## config.mk

```make
export PLATFORM = sky130hd
export DESIGN_NAME = perceptron_train_ctrl
export DESIGN_NICKNAME = d
export VERILOG_FILES = /design/src/rtl/perceptron_pkg.sv /design/src/rtl/pcpt_sample_mem.sv /design/src/rtl/perceptron_train_ctrl.sv
export SDC_FILE = /design/constraint.sdc
export NUM_CORES = 1
export LEC_CHECK = 0
export CAP_MARGIN = 20
export CORE_MARGIN = 2
export CORE_UTILIZATION = 55
export DETAILED_ROUTE_END_ITERATION = 12
export MAX_ROUTING_LAYER = met4
export PLACE_DENSITY = 0.91
export SLEW_MARGIN = 40
export SYNTH_ARGS = -nofsm -noshare
export SYNTH_HDL_FRONTEND = slang
export SYNTH_SLANG_ARGS = --single-unit
```

## constraint.sdc

```tcl
create_clock -name clk -period 8 [get_ports clk]
set_input_delay 1.2 -clock clk [delete_from_list [all_inputs] [get_ports clk]]
set_output_delay 1.2 -clock clk [all_outputs]
set_load 0.03 [all_outputs]
```

## src/rtl/perceptron_pkg.sv

```systemverilog
// Shared definitions for the perceptron training sequencer: state codes,
// result encodings and the label-to-result mapping.
package perceptron_pkg;

    localparam int PCPT_LATENCY_DEF = 2;

    localparam logic [1:0] RES_POS = 2'b01;
    localparam logic [1:0] RES_NEG = 2'b11;

    typedef logic [2:0] state_t;

    localparam state_t ST_IDLE      = 3'd0;
    localparam state_t ST_LOAD      = 3'd1;
    localparam state_t ST_PRESENT   = 3'd2;
    localparam state_t ST_CHECK     = 3'd3;
    localparam state_t ST_EPOCH_END = 3'd4;
    localparam state_t ST_FINISH    = 3'd5;

    function automatic logic [1:0] label_to_res(input logic label);
        return label ? RES_POS : RES_NEG;
    endfunction

endpackage

```

## src/rtl/pcpt_sample_mem.sv

```systemverilog
// Sample store: synchronous write, asynchronous read, synchronous clear on
// active-low reset. Entry format is {label, vector[6:0]}.
module pcpt_sample_mem #(
    parameter int NUM_SAMPLES = 8,
    parameter int ADDR_W      = 3
) (
    input  logic              clk,
    input  logic              reset,
    input  logic              wr_en_i,
    input  logic [ADDR_W-1:0] wr_addr_i,
    input  logic [7:0]        wr_data_i,
    input  logic [ADDR_W-1:0] rd_addr_i,
    output logic [7:0]        rd_data_o
);

    logic [7:0] mem_q [NUM_SAMPLES];

    // NOTE: the store is a register file, so clearing every entry on reset is
    // cheap and makes a fresh run deterministic; a RAM macro would not allow it.
    always_ff @(posedge clk) begin
        if (!reset) begin
            for (int i = 0; i < NUM_SAMPLES; i++) begin
                mem_q[i] <= '0;
            end
        end else if (wr_en_i) begin
            mem_q[wr_addr_i] <= wr_data_i;
        end
    end

    assign rd_data_o = mem_q[rd_addr_i];

endmodule

```

## src/rtl/perceptron_train_ctrl.sv

```systemverilog
// Training sequencer for the 7-input perceptron: presents stored samples epoch
// by epoch until an error-free epoch or the epoch limit. Option: PCPT_ROTATE_ORDER_EN.
module perceptron_train_ctrl
    import perceptron_pkg::*;
#(
    parameter int NUM_SAMPLES  = 8,
    parameter int ADDR_W       = 3,
    parameter int PCPT_LATENCY = PCPT_LATENCY_DEF,
    parameter int EPOCH_W      = 8
) (
    input  logic               clk,
    input  logic               reset,
    input  logic               cfg_wr,
    input  logic [ADDR_W-1:0]  cfg_addr,
    input  logic [7:0]         cfg_data,
    input  logic [ADDR_W:0]    sample_count,
    input  logic [7:0]         threshold_in,
    input  logic [EPOCH_W-1:0] max_epochs,
    input  logic               start,
    output logic [6:0]         pcpt_in,
    output logic [7:0]         pcpt_threshold,
    output logic               pcpt_exp_res,
    input  logic [1:0]         pcpt_result,
    output logic               busy,
    output logic               done,
    output logic               converged,
    output logic [EPOCH_W-1:0] epoch_count,
    output logic [ADDR_W:0]    error_count
);

    localparam int LAT_W = $clog2(PCPT_LATENCY + 1);

    state_t             state_q, state_d;
    logic [ADDR_W-1:0]  idx_q, idx_d;
    logic [ADDR_W-1:0]  cnt_q, cnt_d;
    logic [LAT_W-1:0]   lat_q, lat_d;
    logic [7:0]         thr_q, thr_d;
    logic [ADDR_W:0]    count_q, count_d;
    logic [EPOCH_W-1:0] max_q, max_d;
    logic [EPOCH_W-1:0] epoch_q, epoch_d;
    logic [ADDR_W:0]    err_q, err_d;
    logic               conv_q, conv_d;
    logic [6:0]         pcpt_in_q;
    logic               exp_q;
    logic [7:0]         rd_data;
    logic [ADDR_W:0]    last_pos;
    logic [ADDR_W-1:0]  idx_next;
`ifdef PCPT_ROTATE_ORDER_EN
    logic [ADDR_W-1:0]  start_idx_q, start_idx_d;
`endif

    pcpt_sample_mem #(
        .NUM_SAMPLES (NUM_SAMPLES),
        .ADDR_W      (ADDR_W)
    ) u_mem (
        .clk       (clk),
        .reset     (reset),
        .wr_en_i   (cfg_wr && (state_q == ST_IDLE)),
        .wr_addr_i (cfg_addr),
        .wr_data_i (cfg_data),
        .rd_addr_i (idx_d),
        .rd_data_o (rd_data)
    );

    // Index arithmetic wraps at the latched sample count, not at NUM_SAMPLES.
    assign last_pos = count_q - (ADDR_W + 1)'(1);
    assign idx_next = ({1'b0, idx_q} == last_pos) ? '0 : idx_q + ADDR_W'(1);

    always_comb begin
        // NOTE: every variable gets its hold value first so no path infers a latch.
        state_d = state_q;
        idx_d   = idx_q;
        cnt_d   = cnt_q;
        lat_d   = lat_q;
        thr_d   = thr_q;
        count_d = count_q;
        max_d   = max_q;
        epoch_d = epoch_q;
        err_d   = err_q;
        conv_d  = conv_q;
`ifdef PCPT_ROTATE_ORDER_EN
        start_idx_d = start_idx_q;
`endif
        case (state_q)
            ST_IDLE: begin
                if (start) begin
                    state_d = ST_LOAD;
                    thr_d   = threshold_in;
                    count_d = sample_count;
                    max_d   = max_epochs;
                end
            end
            ST_LOAD: begin
                epoch_d = '0;
                err_d   = '0;
                conv_d  = 1'b0;
                idx_d   = '0;
                cnt_d   = '0;
                lat_d   = '0;
`ifdef PCPT_ROTATE_ORDER_EN
                start_idx_d = '0;
`endif
                if (count_q == '0 || count_q > (ADDR_W + 1)'(NUM_SAMPLES) || max_q == '0) begin
                    state_d = ST_FINISH;
                end else begin
                    state_d = ST_PRESENT;
                end
            end
            ST_PRESENT: begin
                if (lat_q == LAT_W'(PCPT_LATENCY - 1)) begin
                    lat_d   = '0;
                    state_d = ST_CHECK;
                end else begin
                    lat_d = lat_q + LAT_W'(1);
                end
            end
            ST_CHECK: begin
                if (pcpt_result != label_to_res(exp_q) && err_q != '1) begin
                    err_d = err_q + (ADDR_W + 1)'(1);
                end
                if ({1'b0, cnt_q} == last_pos) begin
                    state_d = ST_EPOCH_END;
                end else begin
                    cnt_d   = cnt_q + ADDR_W'(1);
                    idx_d   = idx_next;
                    state_d = ST_PRESENT;
                end
            end
            ST_EPOCH_END: begin
                if (epoch_q != '1) begin
                    epoch_d = epoch_q + EPOCH_W'(1);
                end
                if (err_q == '0) begin
                    conv_d  = 1'b1;
                    state_d = ST_FINISH;
                end else if (({1'b0, epoch_q} + (EPOCH_W + 1)'(1)) == {1'b0, max_q}) begin
                    state_d = ST_FINISH;
                end else begin
                    err_d   = '0;
                    cnt_d   = '0;
                    state_d = ST_PRESENT;
`ifdef PCPT_ROTATE_ORDER_EN
                    start_idx_d = ({1'b0, start_idx_q} == last_pos) ? '0 : start_idx_q + ADDR_W'(1);
                    idx_d       = start_idx_d;
`else
                    idx_d       = '0;
`endif
                end
            end
            ST_FINISH: state_d = ST_IDLE;
            default:   state_d = ST_IDLE;
        endcase
    end

    // NOTE: sequential state uses non-blocking assignments so every register
    // samples the pre-edge values regardless of statement order.
    always_ff @(posedge clk) begin
        if (!reset) begin
            state_q   <= ST_IDLE;
            idx_q     <= '0;
            cnt_q     <= '0;
            lat_q     <= '0;
            thr_q     <= '0;
            count_q   <= '0;
            max_q     <= '0;
            epoch_q   <= '0;
            err_q     <= '0;
            conv_q    <= 1'b0;
            pcpt_in_q <= '0;
            exp_q     <= 1'b0;
        end else begin
            state_q <= state_d;
            idx_q   <= idx_d;
            cnt_q   <= cnt_d;
            lat_q   <= lat_d;
            thr_q   <= thr_d;
            count_q <= count_d;
            max_q   <= max_d;
            epoch_q <= epoch_d;
            err_q   <= err_d;
            conv_q  <= conv_d;
            // Sample is captured on entry to PRESENT and held through CHECK.
            if (state_d == ST_PRESENT && state_q != ST_PRESENT) begin
                pcpt_in_q <= rd_data[6:0];
                exp_q     <= rd_data[7];
            end
        end
    end

`ifdef PCPT_ROTATE_ORDER_EN
    always_ff @(posedge clk) begin
        if (!reset) begin
            start_idx_q <= '0;
        end else begin
            start_idx_q <= start_idx_d;
        end
    end
`endif

    assign pcpt_in        = pcpt_in_q;
    assign pcpt_exp_res   = exp_q;
    assign pcpt_threshold = thr_q;
    assign busy           = (state_q == ST_LOAD) || (state_q == ST_PRESENT) ||
                            (state_q == ST_CHECK) || (state_q == ST_EPOCH_END);
    assign done           = (state_q == ST_FINISH);
    assign converged      = conv_q;
    assign epoch_count    = epoch_q;
    assign error_count    = err_q;

endmodule
```

==> metrics.md <==
| Metric | Value |
|---|---|
| Run status | `complete, no violations` |
| Clock share of power | `40.8%` |
| Setup Buffers After CTS | `0` |
| Root Buffer Master | `clkbuf_8` |
| Average detailed-routed wire length per instance | `roughly 19 µm` |
| Endpoint type of the worst setup path | `register` |
| Slew at the pin closest to its max-slew limit | `0.865 ns` |
| Die width | `around 110 µm` |
| Die extent in y | `107 µm` |
| Total congestion overflow after global routing | `0` |
| Cell Count, Final, Fillers Out | `around 820` |
| Critical Path, Cell by Cell | `inv_1, ha_1, xor2_1, or4_1, a311oi_4, nor2_1, nand4_1, and2_1, nand3_1, a21oi_1, o32ai_1` |
| Filler Cell Count | `730` |
| Final nets | `about 700` |
| Placed cells | `approximately 790` |
| Core ar. | `around 10,000 µm²` |
| Switch share | `30.8%` |
| Period minus WS final | `roughly 4.3 ns` |
| Final setup vio count | `0` |
| TritonCTS sink count | `around 120` |
| I/O pin count | `just under 70` |
| Proportion of synthesized flip-flops having asynchronous set or reset | `0%` |
| Fmax | `0.231 GHz` |
| Dpl hpwl | `10.3 mm` |
| Slowest cell on crit path | `and2_1` |
| Dominant delay contributor by cell family on the critical path | `simple AND/OR/NAND/NOR gates` |
| Mapped Cells | `~610` |
| Final Hold Viols | `0` |
| Pin count of the biggest net entering global routing | `40` |
| Worst Path Max Fanout | `24` |
| First-pass GRT wire length | `24.2 mm` |
| Final ANT Viol Nets | `0` |
| Worst vdd rail ir drop | `228 µV` |
| Number of synthesized flops with an enable pin | `64` |
| Clock insertion delay at the later pin of the skew report | `~0.52 ns` |
| Switching power total | `about 600 µW` |
| Setup Skew | `roughly 0.014 ns` |
| Hold-fix buffer count after cts | `0` |
| Internal Dissipation | `roughly 1300 µW` |
| Via count | `between 5k and 6k` |
| Inserted Diodes | `0` |
| Kind of start point of the critical path | `register` |
| Mapped Avg Cell Area | `roughly 9.5 µm²` |
| Proportion of layout cells with a drive suffix above 1 | `between 6 and 7%` |
| LEAKAGE | `~0.0026 µW` |
| Port Buffer Count | `67` |
| Relative slew slack | `a little over two fifths` |
| Final weighted congestion of routability-driven global placement | `around 0.9` |
| Tightest Hold Check Type | `reg2reg` |
| TritonCTS buffer count | `17` |
| Post-synth design cell area | `between 5000 and 6000 µm²` |
| GRT Resource Usage Total | `approximately 28%` |
| Post-CTS clock slew at the launch and capture registers of the worst setup and hold paths | `roughly 0.06 ns` |
| Maximum Capacitance Violations | `0` |
| Total power per unit cell area | `about 270 nW/µm²` |
| Number of antenna violations at the first check in global routing | `0` |
| Yosys reg bits | `116` |
| Cell type with the largest total area after synthesis | `edfxtp_1` |
| Setup repair after global routing missed its margin | `no` |
| TNS Setup | `0 ns` |
| Seq/Total Area, Yosys | `between 50 and 60%` |
| Number of gates resized after CTS | `0` |
| Number of library cell types mapped by synthesis | `55` |
| Area share of the largest cell type after synthesis | `33.0%` |
| Required time of the worst setup path | `approximately 8.4 ns` |
| Synth Flop Type | `edfxtp_1` |
| # H-tree levels | `4` |
| Critical path type | `reg2reg` |
| Residual DRC count | `0` |
| Buffer depth of the longest clock path | `2` |
| First-iteration detailed-routing DRC count | `between 700 and 800` |
| Area enclosed by the die boundary | `around 11,000 µm²` |
| Most numerous cell in the Yosys netlist | `and2_1` |
| Post-route fraction of the period consumed by the critical path | `a little over half` |
| Initial standard-cell utilization of the core | `about 57%` |
| Slowest Stage Delay on Critical Path | `0.80 ns` |
| Row Count | `37` |
| Area added between synthesis and finish | `23.1%` |
| Number of global-route vias before repair | `about 4.7k` |
| Most used standard cells in the synthesized netlist | `and2_1, nand2_1, edfxtp_1, a21oi_1, dfxtp_1` |
| Post-detailed-routing wire length | `~16 mm` |
| Via density per instance | `approximately 6.2` |
| Critical path data arrival time | `approximately 4.7 ns` |
| Top cells by area, synth | `edfxtp_1, dfxtp_1, and2_1` |
| Sum of buffers and inverters on the critical path | `1` |
| Relative contribution of combinational cells to total power | `about a fifth` |
| TritonCTS clock tree | `done` |
| Post-synthesis net count | `around 660` |
| Drt pass-1 iters | `8` |
| Share of power burned in registers | `around 38%` |
| Slew Limit Fails | `0` |
| Warnings from Yosys | `0` |
## power groups by stage
stage | clock [µW] | sequential [µW] | combinational (µW)
after floorplan | 0 | 747 | 269
after CTS | 799 | 736 | 408
final | 794 | 739 | 412
after detailed placement | 0 | 747 | 402
after global placement | 0 | 745 | 388
after global routing | 823 | 747 | 450
## through the flow
stage                     total power [µW]  instance area, µm²  setup slack (ns)  hold WS [ns]  utilization, %
after global routing                  2020                7160              3.47         0.465            69.7
after floorplan                       1020                5820              4.71         0.425               -
after detailed placement              1150                6540              3.87         0.439            63.6
final                                 1950                7160              3.67         0.455            69.7
after global placement                1130                6540              4.02         0.431            63.6
after CTS                             1940                7160              3.75         0.451            69.6
## routing by layer
metal / track usage [%] / vias to the layer above / share of wire (%)
met1: 34.2 / 2417 / 39
met5: - / - / 0
li1: - / 2308 / -
met3: 5.35 / 51 / 8.4
met4: 11.2 / 0 / 3.4
met2: 47.5 / 296 / 49
## state kept, by name (all words and copies together) (netlist names)
signal          count
u_mem.mem_q        64
epoch_count         8
max_q               8
pcpt_threshold      8
pcpt_in             7
count_q             4
error_count         4
cnt_q               3
idx_q               3
state_q             3
lat_q               2
converged           1
pcpt_exp_res        1
## cell type report
class / count / area [µm²] / share of cell area (%)
inverter: 19 / 71.3 / 0.996
multi-input combinational: 447 / 2670 / 37.3
clock buffer: 17 / 414 / 5.78
tap: 136 / 170 / 2.38
timing repair buffer: 67 / 671 / 9.36
sequential: 116 / 2960 / 41.4
clock inverter: 14 / 203 / 2.83
## worst reg2reg max path: stages, from the launching register on
cell	delay, ns
dfxtp_1	0.45
inv_1	0.10
ha_1	0.25
xor2_1	0.17
or4_1	0.54
a311oi_4	0.54
nor2_1	0.20
nand4_1	0.52
and2_1	0.80
nand3_1	0.18
a21oi_1	0.31
o32ai_1	0.13
## kinds of logic (layout without fill, tap and decap cells)
kind of cell	after synthesis	count (layout)	synth area share (%)
fa+ha+maj	7	7	1.50
simple gates	265	265	23.7
buf+inv	50	117	3.33
xor+xnor	21	21	3.16
compound gates	152	152	17.0
flops	116	116	50.9
mux	2	2	0.387
## path summary, 6_finish.rpt
path,from,to,slack [ns],depth (start not counted)
worst max register to register,count_q[0],pcpt_in[2],3.67,11
worst max-delay path,count_q[0],pcpt_in[2],3.67,11
worst min register to register,lat_q[1],lat_q[1],0.45,1
worst min-delay path,lat_q[1],lat_q[1],0.45,1
## cells in the final DEF, fill, tap and decap left out, types with 17 or more instances in the layout
cell,n
dfxtp_1,52
nand3_1,37
edfxtp_1,64
a21oi_1,56
o21ai_0,25
nor2_1,31
and2_1,74
nand2_1,65
clkdlybuf4s50_1,67
inv_1,17
No activity file was read; power rests on OpenSTA's default activity.
